**src/rtl/bcd_convert_scheduler_if.sv**
```systemverilog
// Request/result bundle for the time-shared binary-to-BCD engine.
// The scheduler is the slave; whoever produces values and reads digits is the master.
interface bcd_convert_scheduler_if #(
    parameter int NUM_REQ   = 3,
    parameter int BIN_WIDTH = 20,
    parameter int DIGITS    = 6
) ();
    logic                            frame_start;
    logic [NUM_REQ-1:0]              update_req;
    logic [NUM_REQ*BIN_WIDTH-1:0]    bin_in;
    logic [NUM_REQ*DIGITS*4-1:0]     bcd_out;
    logic [NUM_REQ-1:0]              neg_out;
    logic [NUM_REQ-1:0]              bcd_valid;
    logic                            busy;
    logic                            done;
    logic [$clog2(NUM_REQ)-1:0]      done_id;

    modport master (
        output frame_start, update_req, bin_in,
        input  bcd_out, neg_out, bcd_valid, busy, done, done_id
    );

    modport slave (
        input  frame_start, update_req, bin_in,
        output bcd_out, neg_out, bcd_valid, busy, done, done_id
    );
endinterface

```
**src/rtl/bcd_convert_scheduler.sv**
```systemverilog
// Round-robin scheduler feeding one iterative double-dabble converter;
// results land in registered per-slot digit/sign banks for the display readouts.
module bcd_convert_scheduler #(
    parameter int NUM_REQ   = 3,
    parameter int BIN_WIDTH = 20,
    parameter int DIGITS    = 6
) (
    input  logic                    clk,
    input  logic                    rst_n,
    bcd_convert_scheduler_if.slave  bus
);
    localparam int IDW   = $clog2(NUM_REQ);
    localparam int ACC_W = DIGITS * 4;
    localparam int ITW   = $clog2(BIN_WIDTH);
    localparam int SH_W  = ACC_W + BIN_WIDTH;

    typedef enum logic [1:0] {
        IDLE   = 2'd0,
        SHIFT  = 2'd1,
        COMMIT = 2'd2
    } state_t;

    function automatic logic [ACC_W-1:0] add3(input logic [ACC_W-1:0] a);
        logic [ACC_W-1:0] r;
        r = a;
        for (int n = 0; n < DIGITS; n++) begin
            r[n*4 +: 4] = (a[n*4 +: 4] >= 4'd5) ? (a[n*4 +: 4] + 4'd3) : a[n*4 +: 4];
        end
        return r;
    endfunction

    // The most negative input wraps back onto itself, which is exactly 2^(BIN_WIDTH-1) unsigned.
    function automatic logic [BIN_WIDTH-1:0] abs_mag(input logic [BIN_WIDTH-1:0] v);
        return v[BIN_WIDTH-1] ? (~v + BIN_WIDTH'(1)) : v;
    endfunction

    state_t                      state_q, state_d;
    logic [NUM_REQ-1:0]          pending_q, pending_d;
    logic [IDW-1:0]              last_gnt_q;
    logic [IDW-1:0]              gnt_q;
    logic                        neg_q;
    logic [BIN_WIDTH-1:0]        mag_q;
    logic [ACC_W-1:0]            acc_q;
    logic [ITW-1:0]              iter_q;
    logic [NUM_REQ*ACC_W-1:0]    bcd_q;
    logic [NUM_REQ-1:0]          neg_out_q;
    logic [NUM_REQ-1:0]          valid_q;
    logic                        busy_q;
    logic                        done_q;
    logic [IDW-1:0]              done_id_q;

    logic                        pick_found_s;
    logic [IDW-1:0]              pick_id_s;
    int                          cand_s;
    logic                        grant_s;
    logic [NUM_REQ-1:0]          gnt_mask_s;
    logic [BIN_WIDTH-1:0]        slot_val_s;
    logic [SH_W-1:0]             shift_s;

    // Round-robin pick: highest k written first so the nearest slot after last_gnt wins.
    always_comb begin
        pick_found_s = 1'b0;
        pick_id_s    = '0;
        cand_s       = 0;
        for (int k = NUM_REQ; k >= 1; k--) begin
            cand_s       = (int'(last_gnt_q) + k) % NUM_REQ;
            pick_id_s    = pending_q[IDW'(cand_s)] ? IDW'(cand_s) : pick_id_s;
            pick_found_s = pick_found_s | pending_q[IDW'(cand_s)];
        end
    end

    // Operand mux for the slot being granted.
    always_comb begin
        slot_val_s = '0;
        for (int i = 0; i < NUM_REQ; i++) begin
            slot_val_s = (pick_id_s == IDW'(i)) ? bus.bin_in[i*BIN_WIDTH +: BIN_WIDTH] : slot_val_s;
        end
    end

    // FSM next-state and grant decision.
    always_comb begin
        state_d = state_q;
        grant_s = 1'b0;
        case (state_q)
            IDLE: begin
                if (pick_found_s) begin
                    state_d = SHIFT;
                    grant_s = 1'b1;
                end else begin
                    state_d = IDLE;
                end
            end
            SHIFT: begin
                if (iter_q == ITW'(BIN_WIDTH - 1)) begin
                    state_d = COMMIT;
                end else begin
                    state_d = SHIFT;
                end
            end
            COMMIT:  state_d = IDLE;
            default: state_d = IDLE;
        endcase
    end

    // Pending bookkeeping; a new request on the grant edge survives the clear.
    always_comb begin
        gnt_mask_s = '0;
        for (int i = 0; i < NUM_REQ; i++) begin
            gnt_mask_s[i] = grant_s & (pick_id_s == IDW'(i));
        end
        pending_d = (pending_q & ~gnt_mask_s) | bus.update_req | {NUM_REQ{bus.frame_start}};
        shift_s   = {add3(acc_q), mag_q};
    end

    // Control state, pending flags and status outputs.
    always_ff @(posedge clk or negedge rst_n) begin
        if (!rst_n) begin
            state_q    <= IDLE;
            pending_q  <= '0;
            last_gnt_q <= IDW'(NUM_REQ - 1);
            busy_q     <= 1'b0;
        end else begin
            state_q    <= state_d;
            pending_q  <= pending_d;
            busy_q     <= (state_d != IDLE);
            if (grant_s) begin
                last_gnt_q <= pick_id_s;
            end
        end
    end

    // Double-dabble datapath.
    always_ff @(posedge clk or negedge rst_n) begin
        if (!rst_n) begin
            gnt_q  <= '0;
            neg_q  <= 1'b0;
            mag_q  <= '0;
            acc_q  <= '0;
            iter_q <= '0;
        end else begin
            case (state_q)
                IDLE: begin
                    if (grant_s) begin
                        gnt_q  <= pick_id_s;
                        neg_q  <= slot_val_s[BIN_WIDTH-1];
                        mag_q  <= abs_mag(slot_val_s);
                        acc_q  <= '0;
                        iter_q <= '0;
                    end
                end
                SHIFT: begin
                    acc_q  <= shift_s[SH_W-2 -: ACC_W];
                    mag_q  <= {shift_s[BIN_WIDTH-2:0], 1'b0};
                    iter_q <= iter_q + ITW'(1);
                end
                default: begin
                    iter_q <= iter_q;
                end
            endcase
        end
    end

    // Result banks: only the granted slot is written, and only in COMMIT.
    always_ff @(posedge clk or negedge rst_n) begin
        if (!rst_n) begin
            bcd_q     <= '0;
            neg_out_q <= '0;
            valid_q   <= '0;
            done_q    <= 1'b0;
            done_id_q <= '0;
        end else begin
            done_q <= 1'b0;
            if (state_q == COMMIT) begin
                for (int i = 0; i < NUM_REQ; i++) begin
                    if (gnt_q == IDW'(i)) begin
                        bcd_q[i*ACC_W +: ACC_W] <= acc_q;
                        neg_out_q[i]            <= neg_q;
                        valid_q[i]              <= 1'b1;
                    end
                end
                done_q    <= 1'b1;
                done_id_q <= gnt_q;
            end
        end
    end

    assign bus.bcd_out   = bcd_q;
    assign bus.neg_out   = neg_out_q;
    assign bus.bcd_valid = valid_q;
    assign bus.busy      = busy_q;
    assign bus.done      = done_q;
    assign bus.done_id   = done_id_q;

endmodule

```
**src/flat_wrapper.sv**
```systemverilog
// flat-port wrapper written by rule: the top's interface ports become plain ports
module bcd_convert_scheduler_flat 
#(
    parameter int NUM_REQ   = 3,
    parameter int BIN_WIDTH = 20,
    parameter int DIGITS    = 6
)
  (clk, rst_n, bus_frame_start, bus_update_req, bus_bin_in, bus_bcd_out, bus_neg_out, bus_bcd_valid, bus_busy, bus_done, bus_done_id);
  bcd_convert_scheduler_if #(.NUM_REQ(NUM_REQ), .BIN_WIDTH(BIN_WIDTH), .DIGITS(DIGITS)) bus_i ();
  input  logic clk;
  input  logic rst_n;
  input wire logic [$bits(bus_i.frame_start)-1:0] bus_frame_start;
  input wire logic [$bits(bus_i.update_req)-1:0] bus_update_req;
  input wire logic [$bits(bus_i.bin_in)-1:0] bus_bin_in;
  output wire logic [$bits(bus_i.bcd_out)-1:0] bus_bcd_out;
  output wire logic [$bits(bus_i.neg_out)-1:0] bus_neg_out;
  output wire logic [$bits(bus_i.bcd_valid)-1:0] bus_bcd_valid;
  output wire logic [$bits(bus_i.busy)-1:0] bus_busy;
  output wire logic [$bits(bus_i.done)-1:0] bus_done;
  output wire logic [$bits(bus_i.done_id)-1:0] bus_done_id;
  assign bus_i.frame_start = bus_frame_start;
  assign bus_i.update_req = bus_update_req;
  assign bus_i.bin_in = bus_bin_in;
  assign bus_bcd_out = bus_i.bcd_out;
  assign bus_neg_out = bus_i.neg_out;
  assign bus_bcd_valid = bus_i.bcd_valid;
  assign bus_busy = bus_i.busy;
  assign bus_done = bus_i.done;
  assign bus_done_id = bus_i.done_id;
  bcd_convert_scheduler #(.NUM_REQ(NUM_REQ), .BIN_WIDTH(BIN_WIDTH), .DIGITS(DIGITS)) u_core (.clk(clk), .rst_n(rst_n), .bus(bus_i));
endmodule
```
**config.mk**
```make
export PLATFORM = sky130hd
export DESIGN_NAME = bcd_convert_scheduler_flat
export DESIGN_NICKNAME = d
export VERILOG_FILES = /design/src/rtl/bcd_convert_scheduler_if.sv /design/src/rtl/bcd_convert_scheduler.sv /design/src/flat_wrapper.sv
export SDC_FILE = /design/constraint.sdc
export NUM_CORES = 1
export LEC_CHECK = 0
export CORE_UTILIZATION = 52
export DETAILED_ROUTE_END_ITERATION = 7
export PLACE_DENSITY = 0.81
export SLEW_MARGIN = 5
export SYNTH_ARGS = -nofsm -noshare
export SYNTH_HDL_FRONTEND = slang
export SYNTH_SLANG_ARGS = --single-unit
```
**constraint.sdc**
```tcl
create_clock -name clk -period 4.77 [get_ports clk]
set_clock_uncertainty 0.1 [all_clocks]
set_input_delay 0.954 -clock clk [delete_from_list [all_inputs] [get_ports clk]]
set_output_delay 0.954 -clock clk [all_outputs]
set_load 0.005 [all_outputs]
```
==> Implementation_results.wiki, run 1 <==
{| class="wikitable"
! Metric !! Value
|-
| Period minus WS final || about 4.0 ns
|-
| Number of antenna violations at the first check in global routing || 0
|-
| Number of optimization iterations in the first detailed-route pass || 5
|-
| Sequential-to-total area share from yosys stat || between 40% and 50%
|-
| RSZ-0062 raised after global routing || false
|-
| Setup Viol. Count Final || 0
|-
| Worst hold margin || roughly 0.37 ns
|-
| Number of buffers created by CTS || 17
|-
| Share of post-route cells with drive strength above 1 || about 17%
|-
| Gr ovfl total || 0
|-
| Most area-hungry cell type in the Yosys netlist || dfrtp_1
|-
| Longest individual stage delay on the worst path || 0.48 ns
|-
| Switching share of total power || 41.16%
|-
| Total Power Consumption || approximately 6 mW
|-
| Dpl hpwl || about 12,000 um
|-
| Post-Route Utilization || 70.19%
|-
| Port Buffers || between 100 and 150
|-
| Reg-to-reg endpoint || u_core.mag_q[14]
|-
| Highest net fanout along the worst path || 13
|-
| Syn. warnings || 0
|-
| Worst relative slew slack || about a quarter
|-
| Critical path buffer and inverter count || 1
|-
| Synth Register Bits || 140
|-
| Top cell family by delay on the critical path || simple AND/OR/NAND/NOR gates
|-
| Die outline width || around 120 um
|-
| R2R setup slack || 0.81 ns
|-
| Starting utilization of the core area || between 50% and 60%
|-
| Met1 routed wirelength after detailed routing || between 7000 and 8000 um
|-
| Most instantiated library cell after synthesis || dfrtp_1
|-
| N_diodes || 0
|-
| Met2 Wirelength || between 8000 and 9000 um
|-
| Setup total negative slack || 0 ns
|-
| Hold Path Origin || u_core.bus.bcd_valid[2]
|-
| FMAX || between 200 and 300 MHz
|-
| Clk buf depth || 2
|-
| Overall Global Routing Usage || a little over a quarter
|-
| First-pass GRT wire length || 29,080 um
|-
| Detailed Route WL || approximately 18,000 um
|-
| Post-CTS setup buffers || 0
|-
| Data arrival, critical path || 4.16 ns
|-
| MaxCap Viol Count || 0
|-
| Proportion of power drawn by flip-flops and latches || between 20% and 30%
|-
| Required arrival time at the worst endpoint || between 4 and 5 ns
|-
| Cells after synthesis || 665
|-
| IO Count || 148
|-
| Final period utilization || about 83%
|-
| Clock power share || about a quarter
|-
| Clk pin slew, worst setup/hold paths || about 0.06 ns
|-
| Number of fill cells in the layout || 975
|-
| Number of H-tree levels || 4
|-
| Static Leak || 4.087 nW
|-
| Length in cells of the worst reg-to-reg path || 14
|-
| Initial detailed-routing violation count || about 500
|-
| Row Count || 42
|-
| Worst ir drop on vdd || around 0.35 mV
|-
| Endpoint of the worst hold path || u_core.bus.bcd_valid[2]
|-
| Clock tree from TritonCTS || yes
|-
| Worst-path cell with the longest stage delay || ha_1
|-
| Number of pins exceeding their max-slew limit in the final report || 0
|-
| Maximum number of pins on one net before global-route repair || 109
|-
| Reg area || around 3500 um^2
|-
| Gate power share || between 40% and 50%
|-
| Worst flop-to-flop path startpoint || u_core.gnt_q[0]
|-
| Count of different cell masters after synthesis || 60
|-
| Synthesized Nets || 748
|-
| Final Hold Fails || 0
|-
| Routed length on met3 || ~1100 um
|-
| Share of flip-flops with an asynchronous set or reset after synthesis || between 90% and 100%
|-
| Hold Path Class || flop to flop
|-
| Top flip-flop cell by instance count after synthesis || dfrtp_1
|-
| Worst Setup End Kind || flop
|-
| Chain of cells forming the critical path || inv_1 > ha_1 > nand2b_1 > and3b_1 > o21ai_0 > nand2_1 > a22o_1 > a21oi_1 > ha_1 > nand2_1 > or3_1 > o21ai_0 > xnor2_1 > o22ai_1
|-
| Number of synthesized flops with an enable pin || 0
|-
| Area occupied by multi-input gates || 3319 um^2
|-
| Cell count of the worst hold path || 1
|-
| Result of the run || complete, no violations
|-
| Total Die Area || around 14,000 um^2
|-
| Quantity of hold-fixing buffers added after cts || 0
|-
| Power spent charging and discharging nets || roughly 2.4 mW
|-
| Wire length per cell || 17.83 um
|-
| Number of global-route vias before repair || roughly 5.7k
|-
| Worst Path Class, Setup || flop to flop
|-
| Number of resized instances in the post-cts repair step || 0
|-
| Final routed DRC violation total || 0
|-
| Post-synthesis average cell area || 10.59 um^2
|-
| Synth top area cells || dfrtp_1, mux2_2, o21ai_0, a21oi_1, ha_1
|-
| Final WS setup || between 0.8 and 0.9 ns
|-
| Launching element type of the critical path || flop
|-
| # clock sinks || 140
|-
| Least-Margin Pin Slew || between 1 and 1.5 ns
|-
| Minimum setup slack after placement || 0.8314 ns
|-
| Internal portion of total power || between 3 and 4 mW
|-
| Core region area || 13,240 um^2
|-
| Via count || 5,865
|-
| Logic depth of the worst setup path including buffers || 14
|-
| Clock root buffer || clkbuf_16
|-
| Proportion of netlist area held by the largest area contributor || 49.39%
|-
| Power Density || ~630 nW/um^2
|-
| Die Height || around 120 um
|-
| Placer's final routability congestion estimate || between 0.8 and 0.9
|-
| Top post-synthesis cells by count || dfrtp_1, mux2_2, o21ai_0
|-
| DRT antenna net count || 0
|-
| Post-synthesis to final-layout area growth || 31.98%
|-
| Netlist area before placement || ~7000 um^2
|-
| Clk_lat worst skew || 0.42 ns
|-
| Highest metal layer with signal wires || met4
|-
| NumNets Final || 888
|-
| Vias per Instance || roughly 5.9
|}
-- cells in the final DEF, fill, tap and decap left out, types with 3 or more instances in the layout --
cell type        instances
clkdlybuf4s50_1        146
dfrtp_1                139
mux2_2                  77
o21ai_0                 56
nand2_1                 50
a21oi_1                 44
nor2_1                  42
nand3_1                 23
inv_1                   17
ha_1                    17
clkbuf_16               17
xnor2_1                 14
o22ai_1                 12
o31ai_1                 12
buf_4                   12
nand2b_1                11
nor2b_1                  8
xor2_1                   8
nor3_1                   7
a32o_1                   7
mux2i_1                  6
or2_2                    5
a31oi_1                  5
nor3b_1                  4
and3_1                   4
a222oi_1                 4
clkinvlp_4               4
bufinv_16                4
o21a_1                   3
a211o_1                  3
or3_1                    3
a221o_1                  3
a221oi_1                 3
o2bb2ai_1                3
nand4_1                  3
-- how the worst max path moves through the flow --
stage | from | to | slack [ns]
3_3_place_gp | u_core.gnt_q[0] | u_core.mag_q[18] | 0.99
6_report | u_core.gnt_q[0] | u_core.mag_q[14] | 0.81
2_1_floorplan | u_core.gnt_q[0] | u_core.mag_q[18] | 1.02
5_1_grt | u_core.gnt_q[0] | u_core.mag_q[14] | 0.37
3_5_place_dp | u_core.gnt_q[0] | u_core.mag_q[18] | 0.83
4_1_cts | u_core.gnt_q[0] | u_core.mag_q[18] | 0.81
-- layer usage --
metal,global-route usage (%),up-vias
met3,5.840,34
met5,0,-
li1,-,2690
met4,11.71,0
met2,42.83,269
met1,33.83,2872
-- layout make-up --
type / count / area share [%]
Multi-Input combinational cell: 469 / 35.71
Timing Repair Buffer: 159 / 16.81
Tap cell: 176 / 2.369
Sequential cell: 140 / 37.70
Clock buffer: 17 / 4.577
Clock inverter: 14 / 2.100
Inverter: 18 / 0.7269
-- worst reg2reg max path: stages, from the launching register on --
cell	delay, ns
dfrtp_1	0.38
inv_1	0.12
ha_1	0.48
nand2b_1	0.23
and3b_1	0.24
o21ai_0	0.31
nand2_1	0.19
a22o_1	0.27
a21oi_1	0.17
ha_1	0.19
nand2_1	0.09
or3_1	0.46
o21ai_0	0.33
xnor2_1	0.17
o22ai_1	0.10
-- power by group through the flow --
stage / Sequential [mW] / Clock, mW / Combinational (mW)
finish: 1.71 / 1.38 / 2.73
global route: 1.75 / 1.44 / 3.05
CTS: 1.70 / 1.39 / 2.72
detailed placement: 1.72 / 0 / 2.68
global placement: 1.69 / 0 / 2.59
floorplan: 1.62 / 0 / 2.03
-- state kept, by name, indices dropped and copies added, names as in the netlist, 2 cells and up --
| name | cells |
|---|---|
| u_core.bus.neg_out | 3 |
| u_core.acc_q | 24 |
| u_core.bus.bcd_out | 72 |
| u_core.state_q | 2 |
| u_core.mag_q | 20 |
| u_core.bus.done_id | 2 |
| u_core.pending_q | 3 |
| u_core.gnt_q | 2 |
| u_core.bus.bcd_valid | 3 |
| u_core.iter_q | 5 |
-- kinds of logic (layout without fill, tap and decap cells) --
| family | Yosys count | count (layout) | synth area share [%] |
|---|---|---|---|
| compound gates | 174 | 174 | 15.81 |
| simple gates | 173 | 173 | 12.19 |
| flops | 140 | 140 | 49.76 |
| mux | 83 | 83 | 13.16 |
| buf+inv | 56 | 208 | 3.322 |
| xor+xnor | 22 | 22 | 2.736 |
| fa+ha+maj | 17 | 17 | 3.020 |
-- metrics by stage --
stage / std cells / instance area [um^2]
3_3_place_gp: 962 / 8675
4_1_cts: 993 / 9295
6_report: 993 / 9295
2_1_floorplan: 665 / 7043
3_5_place_dp: 962 / 8675
5_1_grt: 993 / 9295
No activity file was read; power rests on OpenSTA's default activity.
==> run 2, diff against run 1 <==
clock period = 4.1 ns   (was 4.77 ns; I/O delays follow)
==> run 2 against run 1 <==
Net effect:
- sequential cell count did not move
- combinational power increased by 16%
- non-clock buffer count did not move
- register-to-register slack worse by 0.53 ns
==> Implementation_results.wiki, run 2 (synthesized netlist as in run 1, its figures left out) <==
{| class="wikitable"
! Metric !! Value
|-
| Result of the run || complete, no violations
|-
| Worst Setup End Kind || flop
|-
| Setup Viol. Count Final || 0 (unchanged)
|-
| Dpl hpwl || 11,960 um (-2.9%)
|-
| Setup total negative slack || 0 ns (unchanged)
|-
| Gr ovfl total || 0 (unchanged)
|-
| Highest net fanout along the worst path || 13 (unchanged)
|-
| Vias per Instance || 5.748 (-2.7%)
|-
| Total Die Area || 14,010 um^2 (unchanged)
|-
| Number of pins exceeding their max-slew limit in the final report || 0 (unchanged)
|-
| Worst flop-to-flop path startpoint || u_core.gnt_q[0]
|-
| FMAX || 261.8 MHz (+3.6%)
|-
| Post-synthesis to final-layout area growth || 31.76%
|-
| Via count || 5,714 (-2.6%)
|-
| Launching instance or port of the critical path || u_core.gnt_q[0]
|-
| IO Count || 148 (unchanged)
|-
| Least-Margin Pin Slew || 1.047 ns (-0.08385 ns)
|-
| Clock tree from TritonCTS || yes
|-
| Required arrival time at the worst endpoint || 4.26 ns (-0.71 ns)
|-
| Share of post-route cells with drive strength above 1 || 17.60% (+0.47 points)
|-
| Number of buffers created by CTS || 17 (unchanged)
|-
| Worst Path Class, Setup || flop to flop
|-
| Total Power Consumption || 6.683 mW (+15%)
|-
| Core region area || 13,240 um^2 (unchanged)
|-
| Hold Path Class || flop to flop
|-
| Die Height || 118.4 um (unchanged)
|-
| Row Count || 42 (unchanged)
|-
| Final routed DRC violation total || 0 (unchanged)
|-
| Clk pin slew, worst setup/hold paths || 0.07 ns (about the same)
|-
| Routing usage on met2 || 43.82% (+0.99 points)
|-
| Clk buf depth || 2 (unchanged)
|-
| Met1 track demand over resource || 32.53% (-1.3 points)
|-
| Static Leak || 4.088 nW (about the same)
|-
| Worst relative slew slack || 30.19% (+6.0 points)
|-
| RSZ-0062 raised after global routing || false
|-
| Number of global-route vias before repair || 5,927 (+3.6%)
|-
| NumNets Final || 888 (unchanged)
|-
| Die outline width || 118.4 um (unchanged)
|-
| Starting utilization of the core area || 53.18% (unchanged)
|-
| Port Buffers || 147 (unchanged)
|-
| Most frequent cells in the layout || clkdlybuf4s50_1, dfrtp_1, mux2_2, o21ai_0, nand2_1
|-
| Most frequent standard cell in the layout excluding fill and tap cells || clkdlybuf4s50_1
|-
| Data arrival, critical path || 3.98 ns (-0.18 ns)
|-
| Number of optimization iterations in the first detailed-route pass || 5 (unchanged)
|-
| N_diodes || 0 (unchanged)
|-
| MaxCap Viol Count || 0 (unchanged)
|-
| Number of fill cells in the layout || 960 (-1.5%)
|-
| Worst ir drop on vdd || 0.4482 mV (+27%)
|-
| Wire length per cell || 17.42 um (-2.3%)
|-
| Final period utilization || 93.17% (+10 points)
|-
| Overall Global Routing Usage || 25.67% (-0.67 points)
|-
| Flip-flop count of the largest register, all copies and words added || 72 (unchanged)
|-
| Launching element type of the critical path || flop
|-
| Number of antenna violations at the first check in global routing || 0 (unchanged)
|-
| Placer's final routability congestion estimate || 0.9494 (+6.6%)
|-
| First-pass GRT wire length || 28,720 um (-1.3%)
|-
| # clock sinks || 140 (unchanged)
|-
| Period minus WS final || 3.820 ns (-0.1363 ns)
|-
| Hold Path Origin || u_core.bus.bcd_valid[0]
|-
| Power Density || 720.1 nW/um^2 (+15%)
|-
| Met3 layer usage reported by global route || 4.247% (-1.6 points)
|-
| Final Hold Fails || 0 (unchanged)
|-
| Clock root buffer || clkbuf_16
|-
| Number of H-tree levels || 4 (unchanged)
|-
| Initial detailed-routing violation count || 410 (-18%)
|-
| Detailed Route WL || 17,320 um (-2.2%)
|-
| DRT antenna net count || 0 (unchanged)
|-
| Highest-utilization routing layer at the global route stage || met2
|-
| Maximum number of pins on one net before global-route repair || 117 (+7.3%)
|-
| Clk_lat worst skew || 0.42 ns (about the same)
|}
run 2: layout make-up:
type                            count  area (um^2)  area share (%)
Clock inverter                     15        170.2           1.834
Multi-Input combinational cell    469         3329           35.88
Timing Repair Buffer              159         1563           16.84
Tap cell                          176        220.2           2.373
Inverter                           18        67.56          0.7281
Clock buffer                       17        425.4           4.584
Sequential cell                   140         3505           37.76
run 2: final timing paths:
path | endpoint | depth (start not counted) | slack (ns)
min in group asynchronous | u_core.bus.bcd_out[49] | 1 | 0.44
max | u_core.mag_q[18] | 14 | 0.28
min reg2reg | u_core.bus.bcd_valid[0] | 1 | 0.37
max reg2reg | u_core.mag_q[18] | 14 | 0.28
max in group asynchronous | u_core.bus.bcd_out[55] | 2 | 2.48
min | u_core.bus.bcd_valid[0] | 1 | 0.37
run 2: timing repair:
item / CTS / global route
gates resized for setup: 0 / 4
endpoints found under the setup margin: 0 / 8
hold buffers: 0 / 0
setup buffers: 0 / 0
run 2: stage by stage:
stage | hold WS (ns) | instance area [um^2] | setup WS (ns) | util [%] | instances
floorplan | 0.3499 | 7043 | 0.3547 | - | 665
global placement | 0.3512 | 8675 | 0.2821 | 65.50 | 962
CTS | 0.3693 | 9270 | 0.1120 | 70.00 | 994
finish | 0.3674 | 9280 | 0.2799 | 70.08 | 994
global route | 0.3791 | 9280 | 0.03083 | 70.08 | 994
detailed placement | 0.3543 | 8675 | 0.1228 | 65.50 | 962
run 2: metal layers:
layer  routed length, um  vias to the layer above
li1                    -                     2680
met1                7588                     2825
met2                8676                      184
met3                 728                       25
met4                 327                        0
met5                   0                        -
run 2: power by group:
part           internal, mW  switching (mW)
Combinational          1.32            1.86
Sequential             1.66           0.320
Clock                 0.871           0.658
run 2: critical path, stage by stage, from the launching register on:
cell and delay (ns):
dfrtp_1 0.41, inv_1 0.17, ha_2 0.38, nand2b_1 0.19
and3b_1 0.25, o21ai_1 0.27, nand2_2 0.16, a22o_1 0.26
a21oi_1 0.18, ha_1 0.20, nand2_1 0.09, or3_1 0.46
o31ai_1 0.31, xor2_1 0.17, a21oi_1 0.08
==> run 3, diff against run 2 <==
CTS_CLUSTER_DIAMETER = 40   (was unset)
GPL_TIMING_DRIVEN = 0   (was unset)
==> run 3 against run 2 <==
Net effect:
- via count is 4.0% higher
- critical path depth is 2 higher
- cell count is 2.5% higher
- power is 3.3% higher
- utilization is 1.4 points higher
- hold slack worse by 0.16 ns
- clock power hardly changed
- combinational power is 6.3% higher
- clock-buffer cell count is 2 higher
- sequential share of layout area is 0.71 points lower
- critical path type unchanged
- highest routed layer unchanged
==> Implementation_results.wiki, run 3 (synthesized netlist as in run 1, its figures left out) <==
{| class="wikitable"
! Metric !! Value
|-
| Result of the run || complete, no violations
|-
| Worst ir drop on vdd || 0.5782 mV (+29%)
|-
| Launching element type of the critical path || flop
|-
| Setup total negative slack || 0 ns (unchanged)
|-
| Power Density || 730.1 nW/um^2 (+1.4%)
|-
| Static Leak || 4.131 nW (+1.0%)
|-
| Initial detailed-routing violation count || 422 (+2.9%)
|-
| DRT antenna net count || 0 (unchanged)
|-
| Hold Path Class || input pin to async pin
|-
| Clk pin slew, worst setup/hold paths || 0.06 ns (about the same)
|-
| Period minus WS final || 3.864 ns (+0.04420 ns)
|-
| Detailed Route WL || 18,320 um (+5.8%)
|-
| Maximum number of pins on one net before global-route repair || 104 (-11%)
|-
| Gr ovfl total || 0 (unchanged)
|-
| Number of H-tree levels || 4 (unchanged)
|-
| Core region area || 13,240 um^2 (unchanged)
|-
| Placer's final routability congestion estimate || 0.8741 (-7.9%)
|-
| Highest net fanout along the worst path || 10 (-3)
|-
| Post-synthesis to final-layout area growth || 34.30%
|-
| Most frequent cells in the layout || clkdlybuf4s50_1, dfrtp_1, mux2_2, o21ai_0, nand2_1
|-
| Port Buffers || 147 (unchanged)
|-
| Length in cells of the worst reg-to-reg path || 16 (+2)
|-
| Most frequent standard cell in the layout excluding fill and tap cells || clkdlybuf4s50_1
|-
| Worst relative slew slack || 40.83% (+11 points)
|-
| Final routed DRC violation total || 0 (unchanged)
|-
| Share of post-route cells with drive strength above 1 || 17.67% (+0.071 points)
|-
| Number of pins exceeding their max-slew limit in the final report || 0 (unchanged)
|-
| Number of global-route vias before repair || 6,090 (+2.8%)
|-
| Wire length per cell || 17.98 um (+3.2%)
|-
| Number of optimization iterations in the first detailed-route pass || 5 (unchanged)
|-
| Via count || 5,943 (+4.0%)
|-
| Starting utilization of the core area || 53.18% (unchanged)
|-
| Clk buf depth || 2 (unchanged)
|-
| Total Die Area || 14,010 um^2 (unchanged)
|-
| Quantity of hold-fixing buffers added after cts || 0 (unchanged)
|-
| Row Count || 42 (unchanged)
|-
| Die outline width || 118.4 um (unchanged)
|-
| Final period utilization || 94.25% (+1.1 points)
|-
| Die Height || 118.4 um (unchanged)
|-
| Required arrival time at the worst endpoint || 4.26 ns (about the same)
|-
| NumNets Final || 915 (+3.0%)
|-
| MaxCap Viol Count || 0 (unchanged)
|-
| IO Count || 148 (unchanged)
|-
| Flip-flop count of the largest register, all copies and words added || 72 (unchanged)
|-
| Least-Margin Pin Slew || 0.8827 ns (-0.1644 ns)
|-
| Worst Setup End Kind || flop
|-
| Dpl hpwl || 13,090 um (+9.4%)
|-
| Clock tree from TritonCTS || yes
|-
| Clk_lat worst skew || 0.42 ns (about the same)
|-
| Data arrival, critical path || 4.03 ns (+0.05 ns)
|-
| Chain of cells forming the critical path || inv_2 > ha_1 > nand2b_1 > and3b_1 > buf_6 > o21ai_4 > nand2_4 > clkbuf_4 > a22o_1 > a21oi_2 > ha_2 > nand2_1 > or3_4 > o31ai_4 > xor2_1 > a21oi_1
|-
| Number of buffers created by CTS || 17 (unchanged)
|-
| # clock sinks || 140 (unchanged)
|-
| Longest individual stage delay on the worst path || 0.45 ns (about the same)
|-
| FMAX || 258.8 MHz (-1.1%)
|-
| N_diodes || 0 (unchanged)
|-
| Vias per Instance || 5.832 (+1.5%)
|-
| First-pass GRT wire length || 30,520 um (+6.3%)
|-
| Final Hold Fails || 0 (unchanged)
|-
| Clock root buffer || clkbuf_16
|-
| Overall Global Routing Usage || 27.43% (+1.8 points)
|-
| Number of antenna violations at the first check in global routing || 0 (unchanged)
|-
| Post-Route Utilization || 71.43% (+1.4 points)
|-
| Worst Path Class, Setup || flop to flop
|-
| Worst-path cell with the longest stage delay || or3_4
|-
| Setup Viol. Count Final || 0 (unchanged)
|}
[run 3: metal layers]
layer / global-route usage (%) / vias up / share of wire, %
met1: 34.75 / 2919 / 43
met3: 5.212 / 40 / 5.3
li1: - / 2738 / -
met4: 10.60 / 0 / 2.5
met5: 0 / - / 0
met2: 46.54 / 246 / 49
[run 3: power by group]
part           internal [mW]  total, mW  switching (mW)
clock network          0.980       1.55           0.568
logic                   1.38       3.37            1.99
registers               1.66       1.99           0.322
total                   4.03       6.91            2.88
[run 3: final timing paths]
kind / start / to / slack [ns]
setup / recovery: u_core.gnt_q[0] / u_core.mag_q[18] / 0.24
hold / removal: rst_n / u_core.bus.bcd_out[40] / 0.21
setup reg to reg: u_core.gnt_q[0] / u_core.mag_q[18] / 0.24
hold reg to reg: u_core.bus.bcd_valid[2] / u_core.bus.bcd_valid[2] / 0.38
max in group asynchronous: rst_n / u_core.mag_q[11] / 2.86
min in group clk: u_core.bus.bcd_valid[2] / u_core.bus.bcd_valid[2] / 0.38
[run 3: area by class of cell]
| class | instances | area, um^2 |
|---|---|---|
| Tap cell | 176 | 220.2 |
| Buffer | 37 | 178.9 |
| Sequential cell | 140 | 3505 |
| Inverter | 18 | 67.56 |
| Timing Repair Buffer | 149 | 1508 |
| Clock inverter | 11 | 143.9 |
| Clock buffer | 19 | 452.9 |
| Multi-Input combinational cell | 469 | 3383 |
| Fill cell | 966 | 3784 |
[run 3: critical path, delay by kind of cell (launching register included)]
| kind | cells | cell delay [ns] |
|---|---|---|
| flip-flops | 1 | 0.40 |
| adder cells (fa/ha/maj) | 2 | 0.54 |
| AND/OR/NAND/NOR | 5 | 1.06 |
| XOR/XNOR | 1 | 0.17 |
| AO/OA/AOI/OAI | 5 | 0.98 |
| buffers and inverters | 3 | 0.47 |
[run 3: per-stage QoR]
step	cell area, um^2	cells	power, mW	hold slack (ns)	worst slack (ns)
4_1_cts	9384	1018	6.781	0.2043	0.02537
3_3_place_gp	8735	988	4.989	0.3515	-3.017
3_5_place_dp	8763	989	5.150	0.3723	-0.5174
5_1_grt	9459	1019	7.389	0.2251	-0.006330
6_report	9459	1019	6.906	0.2064	0.2357
2_1_floorplan	7043	665	4.251	0.3499	0.3547
[run 3: timing repair]
| action | CTS | global route |
|---|---|---|
| endpoints found under the setup margin | 6 | 7 |
| setup buffers | 0 | 1 |
| pin swaps | 0 | 1 |
| gates resized for setup | 10 | 14 |
